**src/rtl/control_unit_pkg.sv**
```systemverilog
// Shared opcode, ALU-code and FSM-state definitions for the control unit and the ALU.
package control_unit_pkg;

    typedef enum logic [3:0] {
        OP_NOP = 4'h0, OP_ADD = 4'h1, OP_ADC = 4'h2, OP_SUB = 4'h3,
        OP_SBC = 4'h4, OP_AND = 4'h5, OP_OR  = 4'h6, OP_XOR = 4'h7,
        OP_NOT = 4'h8, OP_LD  = 4'h9, OP_ST  = 4'hA, OP_LDI = 4'hB,
        OP_JMP = 4'hC, OP_JZ  = 4'hD, OP_JC  = 4'hE, OP_HLT = 4'hF
    } opcode_e;

    typedef enum logic [2:0] {
        ALU_ADD = 3'd0, ALU_SUB = 3'd1, ALU_AND = 3'd2, ALU_OR = 3'd3,
        ALU_XOR = 3'd4, ALU_NOT = 3'd5, ALU_LD  = 3'd6
    } alu_code_e;

    typedef enum logic [2:0] {
        ST_FETCH     = 3'd0,
        ST_DECODE    = 3'd1,
        ST_OPND_ADDR = 3'd2,
        ST_OPND      = 3'd3,
        ST_EXEC      = 3'd4,
        ST_HALT      = 3'd5
    } state_e;

    typedef enum logic [1:0] {
        BR_NONE   = 2'd0,
        BR_ALWAYS = 2'd1,
        BR_ZERO   = 2'd2,
        BR_CARRY  = 2'd3
    } branch_e;

    typedef struct packed {
        alu_code_e alu_code;
        logic      acc_we;
        logic      reg_we;
        logic      flag_we;
        logic      use_carry;
        logic      acc_src;
        branch_e   branch;
    } decode_t;

    // Decided on the raw fetched byte, before it has been latched into IR.
    function automatic logic is_two_byte(input logic [3:0] op);
        return (op == OP_LDI) || (op == OP_JMP) || (op == OP_JZ) || (op == OP_JC);
    endfunction

    function automatic logic is_halt(input logic [3:0] op);
        return op == OP_HLT;
    endfunction

endpackage

```
**src/rtl/control_unit_instr_decode.sv**
```systemverilog
// Purely combinational opcode decode: ALU operation, strobe enables, flag update and branch kind.
module instr_decode
    import control_unit_pkg::*;
(
    input  logic [3:0] opcode,
    output decode_t    dec
);

    always_comb begin
        dec          = '0;
        dec.alu_code = ALU_ADD;
        dec.branch   = BR_NONE;
        case (opcode_e'(opcode))
            OP_ADD: begin dec.acc_we = 1'b1; dec.flag_we = 1'b1; end
            OP_ADC: begin dec.acc_we = 1'b1; dec.flag_we = 1'b1; dec.use_carry = 1'b1; end
            OP_SUB: begin dec.acc_we = 1'b1; dec.flag_we = 1'b1; dec.alu_code = ALU_SUB; end
            OP_SBC: begin
                dec.acc_we    = 1'b1;
                dec.flag_we   = 1'b1;
                dec.use_carry = 1'b1;
                dec.alu_code  = ALU_SUB;
            end
            OP_AND: begin dec.acc_we = 1'b1; dec.flag_we = 1'b1; dec.alu_code = ALU_AND; end
            OP_OR:  begin dec.acc_we = 1'b1; dec.flag_we = 1'b1; dec.alu_code = ALU_OR;  end
            OP_XOR: begin dec.acc_we = 1'b1; dec.flag_we = 1'b1; dec.alu_code = ALU_XOR; end
            OP_NOT: begin dec.acc_we = 1'b1; dec.flag_we = 1'b1; dec.alu_code = ALU_NOT; end
            OP_LD:  begin dec.acc_we = 1'b1; dec.flag_we = 1'b1; dec.alu_code = ALU_LD;  end
            OP_ST:  dec.reg_we = 1'b1;
            OP_LDI: begin dec.acc_we = 1'b1; dec.acc_src = 1'b1; end
            OP_JMP: dec.branch = BR_ALWAYS;
            OP_JZ:  dec.branch = BR_ZERO;
            OP_JC:  dec.branch = BR_CARRY;
            default: ;
        endcase
    end

endmodule

```
**src/rtl/control_unit.sv**
```systemverilog
// Multi-cycle control unit: fetch/decode/operand/execute FSM with PC, IR, operand register and C/Z flags.
module control_unit
    import control_unit_pkg::*;
(
    input  logic       clk,
    input  logic       rst_n,
    output logic [7:0] pm_addr,
    input  logic [7:0] pm_data,
    output logic [2:0] alu_code,
    output logic       alu_ci,
    input  logic       alu_co,
    input  logic [7:0] alu_out,
    output logic [2:0] reg_sel,
    output logic       reg_we,
    output logic       acc_we,
    output logic       acc_src,
    output logic [7:0] imm,
    output logic       flag_c,
    output logic       flag_z,
    output logic       halted
);

    state_e     state_q, state_d;
    logic [7:0] pc_q, pc_d;
    logic [3:0] ir_op_q, ir_op_d;
    logic [2:0] ir_reg_q, ir_reg_d;
    logic [7:0] opnd_q, opnd_d;
    logic       flag_c_q, flag_c_d;
    logic       flag_z_q, flag_z_d;
    decode_t    dec;

    instr_decode u_decode (
        .opcode (ir_op_q),
        .dec    (dec)
    );

    always_ff @(posedge clk or negedge rst_n) begin
        if (!rst_n) state_q <= ST_FETCH;
        else        state_q <= state_d;
    end

    always_comb begin
        state_d = state_q;
        case (state_q)
            ST_FETCH:     state_d = ST_DECODE;
            ST_DECODE: begin
                if (is_halt(pm_data[7:4]))          state_d = ST_HALT;
                else if (is_two_byte(pm_data[7:4])) state_d = ST_OPND_ADDR;
                else                                state_d = ST_EXEC;
            end
            ST_OPND_ADDR: state_d = ST_OPND;
            ST_OPND:      state_d = ST_EXEC;
            ST_EXEC:      state_d = ST_FETCH;
            ST_HALT:      state_d = ST_HALT;
            default:      state_d = ST_FETCH;
        endcase
    end

    always_comb begin
        pm_addr  = pc_q;
        alu_code = dec.alu_code;
        alu_ci   = dec.use_carry & flag_c_q;
        reg_sel  = ir_reg_q;
        acc_src  = dec.acc_src;
        imm      = opnd_q;
        flag_c   = flag_c_q;
        flag_z   = flag_z_q;
        acc_we   = (state_q == ST_EXEC) & dec.acc_we;
        reg_we   = (state_q == ST_EXEC) & dec.reg_we;
        halted   = (state_q == ST_HALT);
    end

    // Reserved instruction bit 3 is dropped when latching IR, so it can never affect decode.
    always_comb begin
        pc_d     = pc_q;
        ir_op_d  = ir_op_q;
        ir_reg_d = ir_reg_q;
        opnd_d   = opnd_q;
        flag_c_d = flag_c_q;
        flag_z_d = flag_z_q;
        case (state_q)
            ST_DECODE: begin
                ir_op_d  = pm_data[7:4];
                ir_reg_d = pm_data[2:0];
                pc_d     = pc_q + 8'd1;
            end
            ST_OPND: begin
                opnd_d = pm_data;
                pc_d   = pc_q + 8'd1;
            end
            ST_EXEC: begin
                if (dec.flag_we) begin
                    flag_c_d = alu_co;
                    flag_z_d = (alu_out == 8'h00);
                end
                case (dec.branch)
                    BR_ALWAYS: pc_d = opnd_q;
                    BR_ZERO:   if (flag_z_q) pc_d = opnd_q;
                    BR_CARRY:  if (flag_c_q) pc_d = opnd_q;
                    default: ;
                endcase
            end
            default: ;
        endcase
    end

    always_ff @(posedge clk or negedge rst_n) begin
        if (!rst_n) begin
            pc_q     <= 8'h00;
            ir_op_q  <= 4'h0;
            ir_reg_q <= 3'd0;
            opnd_q   <= 8'h00;
            flag_c_q <= 1'b0;
            flag_z_q <= 1'b0;
        end else begin
            pc_q     <= pc_d;
            ir_op_q  <= ir_op_d;
            ir_reg_q <= ir_reg_d;
            opnd_q   <= opnd_d;
            flag_c_q <= flag_c_d;
            flag_z_q <= flag_z_d;
        end
    end

endmodule

```
**config.mk**
```make
export PLATFORM = sky130hd
export DESIGN_NAME = control_unit
export DESIGN_NICKNAME = d
export VERILOG_FILES = /design/src/rtl/control_unit_pkg.sv /design/src/rtl/control_unit_instr_decode.sv /design/src/rtl/control_unit.sv
export SDC_FILE = /design/constraint.sdc
export NUM_CORES = 1
export LEC_CHECK = 0
export CAP_MARGIN = 40
export CORE_ASPECT_RATIO = 2
export CORE_MARGIN = 2
export CORE_UTILIZATION = 50
export DETAILED_ROUTE_END_ITERATION = 10
export PLACE_DENSITY = 0.89
export SYNTH_ARGS = -nofsm -noshare
export SYNTH_HDL_FRONTEND = slang
export SYNTH_HIERARCHICAL = 1
export SYNTH_SLANG_ARGS = --single-unit
```
**constraint.sdc**
```tcl
create_clock -name clk -period 4.1 [get_ports clk]
set_clock_uncertainty 0.1 [all_clocks]
set_input_delay 1.025 -clock clk [delete_from_list [all_inputs] [get_ports clk]]
set_output_delay 1.025 -clock clk [all_outputs]
set_load 0.005 [all_outputs]
```
==> results.sh <==
export IMPL_synth_flop_cell="dfrtp_1"
export IMPL_grt_first_pass_wirelength_mm=5.63
export IMPL_finish_net_count=216
export IMPL_io_buffers=47
export IMPL_peakVddDrop_v=0.000467
export IMPL_worstPathMaxFanout=11
export IMPL_critPathCaptureType="primary output"
export IMPL_wl_per_cell_um=15.3
export IMPL_start_kind="register"
export IMPL_yosysSeqAreaShare_pct=44.2
export IMPL_final_area_um2=2080
export IMPL_p_int_mw=1.02
export IMPL_outcome="complete, no violations"
export IMPL_leakage_nw=0.821
export IMPL_synth_edf_count=0
export IMPL_dr_wl_met3_um=160
export IMPL_power_density_nw_per_um2=775
export IMPL_cts_root_buf="clkbuf_8"
export IMPL_top_layer_used="met4"
export IMPL_tns_ns=0
export IMPL_grt_max_degree=29
export IMPL_switching_share_pct=36.9
export IMPL_relSlewSlack_pct=72.6
export IMPL_dieArea_um2=3660
export IMPL_clk_pin_slew_ns=0.09
export IMPL_core_area_um2=3080
export IMPL_cts_resized=0
export IMPL_cts_setup_buffers=0
export IMPL_rsz0062_at_grt="no"
export IMPL_critPathKind="reg -> out"
export IMPL_postRouteWirelength_mm=3.47
export IMPL_drc=0
export IMPL_tritoncts="yes"
export IMPL_ys_warn_count=6
export IMPL_fin_crit_sh_pct=74.6
export IMPL_clkLatencyLatePin_ns=0.27
export IMPL_cts_hold_buf=0
export IMPL_cts_sink_count=28
export IMPL_vias=1319
export IMPL_num_io_pins=48
export IMPL_numCtsBuffers=3
export IMPL_hpwl_mm=2.58
export IMPL_track_usage_pct=19.6
export IMPL_finalCriticalPeriod_ns=3.06
export IMPL_worstHoldPathType="reg -> reg"
export IMPL_fp_dieW_um=43.8
export IMPL_postSynthCellCount=151
export IMPL_drtPass1Iterations=4
export IMPL_clockBufferDepth=2
export IMPL_ant_nets=0
export IMPL_area_delta_synth_final_pct=31.2
export IMPL_worstPathRequired_ns=2.97
export IMPL_wl_met2_mm=1.79
export IMPL_power_mw=1.61
export IMPL_place_area_um2=2020
export IMPL_htreeDepth=1
export IMPL_row_count=29
export IMPL_async_reset_ff_share_pct=100
export IMPL_cp_arrival_ns=1.93
export IMPL_p_clk_share_pct=10.4
export IMPL_switching_power_mw=0.594
export IMPL_setup_viol=0
export IMPL_syn_nets=171
export IMPL_drive_gt1_share_pct=15.4
export IMPL_drv_cap=0
export IMPL_gr_total_overflow=0
export IMPL_netlist_area_um2=1580
export IMPL_synth_seq_cells=28
export IMPL_p_comb_share_pct=52.0
export IMPL_worstMarginPinSlew_ns=0.410
export IMPL_dieHeight_um=83.6
export IMPL_postLayoutCoreUtil_pct=67.4
export IMPL_fillCellCount=229
export IMPL_vias_per_cell=5.84
export IMPL_initial_core_util_pct=51.4
export IMPL_diodes=0
export IMPL_seq_power_share_pct=37.6
export IMPL_finalHoldViolCount=0
export IMPL_avgSynthCellArea_um2=10.5
export IMPL_antenna_found_initial=0
export IMPL_finalMaxSlewViolations=0
export IMPL_grt_pass1_vias=1285
export IMPL_gp_congestion=0.872
export IMPL_max_freq_ghz=0.327
export IMPL_first_iter_violations=41
export IMPL_ys_types=43
export IMPL_m1WireLength_mm=1.47
power groups by stage:
stage               logic [mW]  registers (mW)  clock network (mW)
finish                   0.837           0.606               0.167
global route             0.916           0.630               0.178
CTS                      0.846           0.603               0.171
detailed placement       0.837           0.607                   0
global placement         0.806           0.593                   0
floorplan                0.590           0.517                   0
worst max-delay path, cell delays in order, from the launching register on:
cell	delay [ns]
dfrtp_1	0.50
or4b_4	0.58
o211ai_2	0.07
clkdlybuf4s50_1	0.51
final cells by class:
cell class,instances,area [um^2],share of cell area [%]
clock buffers,4,55.1,2.65
inverters,2,7.51,0.361
multi-input cells,112,791,38.0
flip-flops and latches,28,701,33.7
well taps,31,38.8,1.87
repair buffers,49,485,23.4
cell families after synthesis:
| family | share of synthesized area, % |
|---|---|
| AO/OA/AOI/OAI | 12.4 |
| XOR/XNOR | 1.66 |
| adder cells (fa/ha/maj) | 0.790 |
| buffers and inverters | 5.85 |
| flip-flops | 44.2 |
| multiplexers | 12.6 |
| AND/OR/NAND/NOR | 22.4 |
metrics by stage:
step	std cells	hold WS [ns]	worst slack (ns)
floorplan	151	0.375	1.89
global placement	221	0.396	1.37
detailed placement	222	0.398	1.34
CTS	226	0.423	1.04
global route	226	0.442	0.969
finish	226	0.417	1.04
state kept, by name, summed over array words and instances, names as in the netlist:
signal,flops
flag_c,1
flag_z,1
imm,8
ir_op_q,4
pm_addr,8
reg_sel,3
state_q,3
per-layer routing:
metal,vias to the layer above,GRT usage [%]
li1,638,-
met1,634,25.1
met4,0,6.61
met5,-,0
met3,5,2.81
met2,42,32.8
synthesized netlist by cell type, types with 3 or more instances:
library cell / number / area [um^2]
a21oi_1: 4 / 20.0
and2_1: 3 / 18.8
buf_6: 6 / 67.6
dfrtp_1: 28 / 701
mux2_2: 16 / 180
nand2_1: 16 / 60.1
nand2b_1: 5 / 31.3
nand3_1: 5 / 25.0
nand4_1: 3 / 18.8
nor2_1: 12 / 45.0
nor3_1: 3 / 15.0
nor4_1: 3 / 18.8
o21ai_0: 4 / 20.0
o22a_1: 4 / 35.0
o22ai_1: 3 / 18.8
xnor2_1: 3 / 26.3
cells in the final DEF, fill, tap and decap left out, types with 2 or more instances in the layout:
master / count
o22ai_1: 3
clkbuf_8: 4
and2_1: 3
nor3_1: 3
o22a_1: 4
a21oi_1: 4
a41oi_1: 2
mux2i_1: 2
mux2_2: 16
clkdlybuf4s50_1: 47
nand4_1: 3
nand2_1: 16
xnor2_1: 3
o21ai_0: 4
nand2b_1: 5
nor4_1: 3
buf_4: 2
o211ai_1: 2
inv_1: 2
nor2_1: 12
a31oi_1: 2
dfrtp_1: 28
nand3_1: 5
path summary, 6_finish.rpt:
check,start,to,slack [ns],cells past startpoint
worst max-delay path,ir_op_q[0]$_DFFE_PN0N_,alu_code[0],1.04,3
max in group asynchronous,rst_n,imm[3]$_DFFE_PN0N_,2.62,2
min in group asynchronous,rst_n,pm_addr[6]$_DFFE_PN0P_,1.01,2
worst min-delay path,reg_sel[1]$_DFFE_PN0N_,reg_sel[1]$_DFFE_PN0N_,0.42,1
worst min register to register,reg_sel[1]$_DFFE_PN0N_,reg_sel[1]$_DFFE_PN0N_,0.42,1
worst max register to register,ir_op_q[0]$_DFFE_PN0N_,pm_addr[6]$_DFFE_PN0P_,1.93,7
Power figures use the tool's default switching activity.
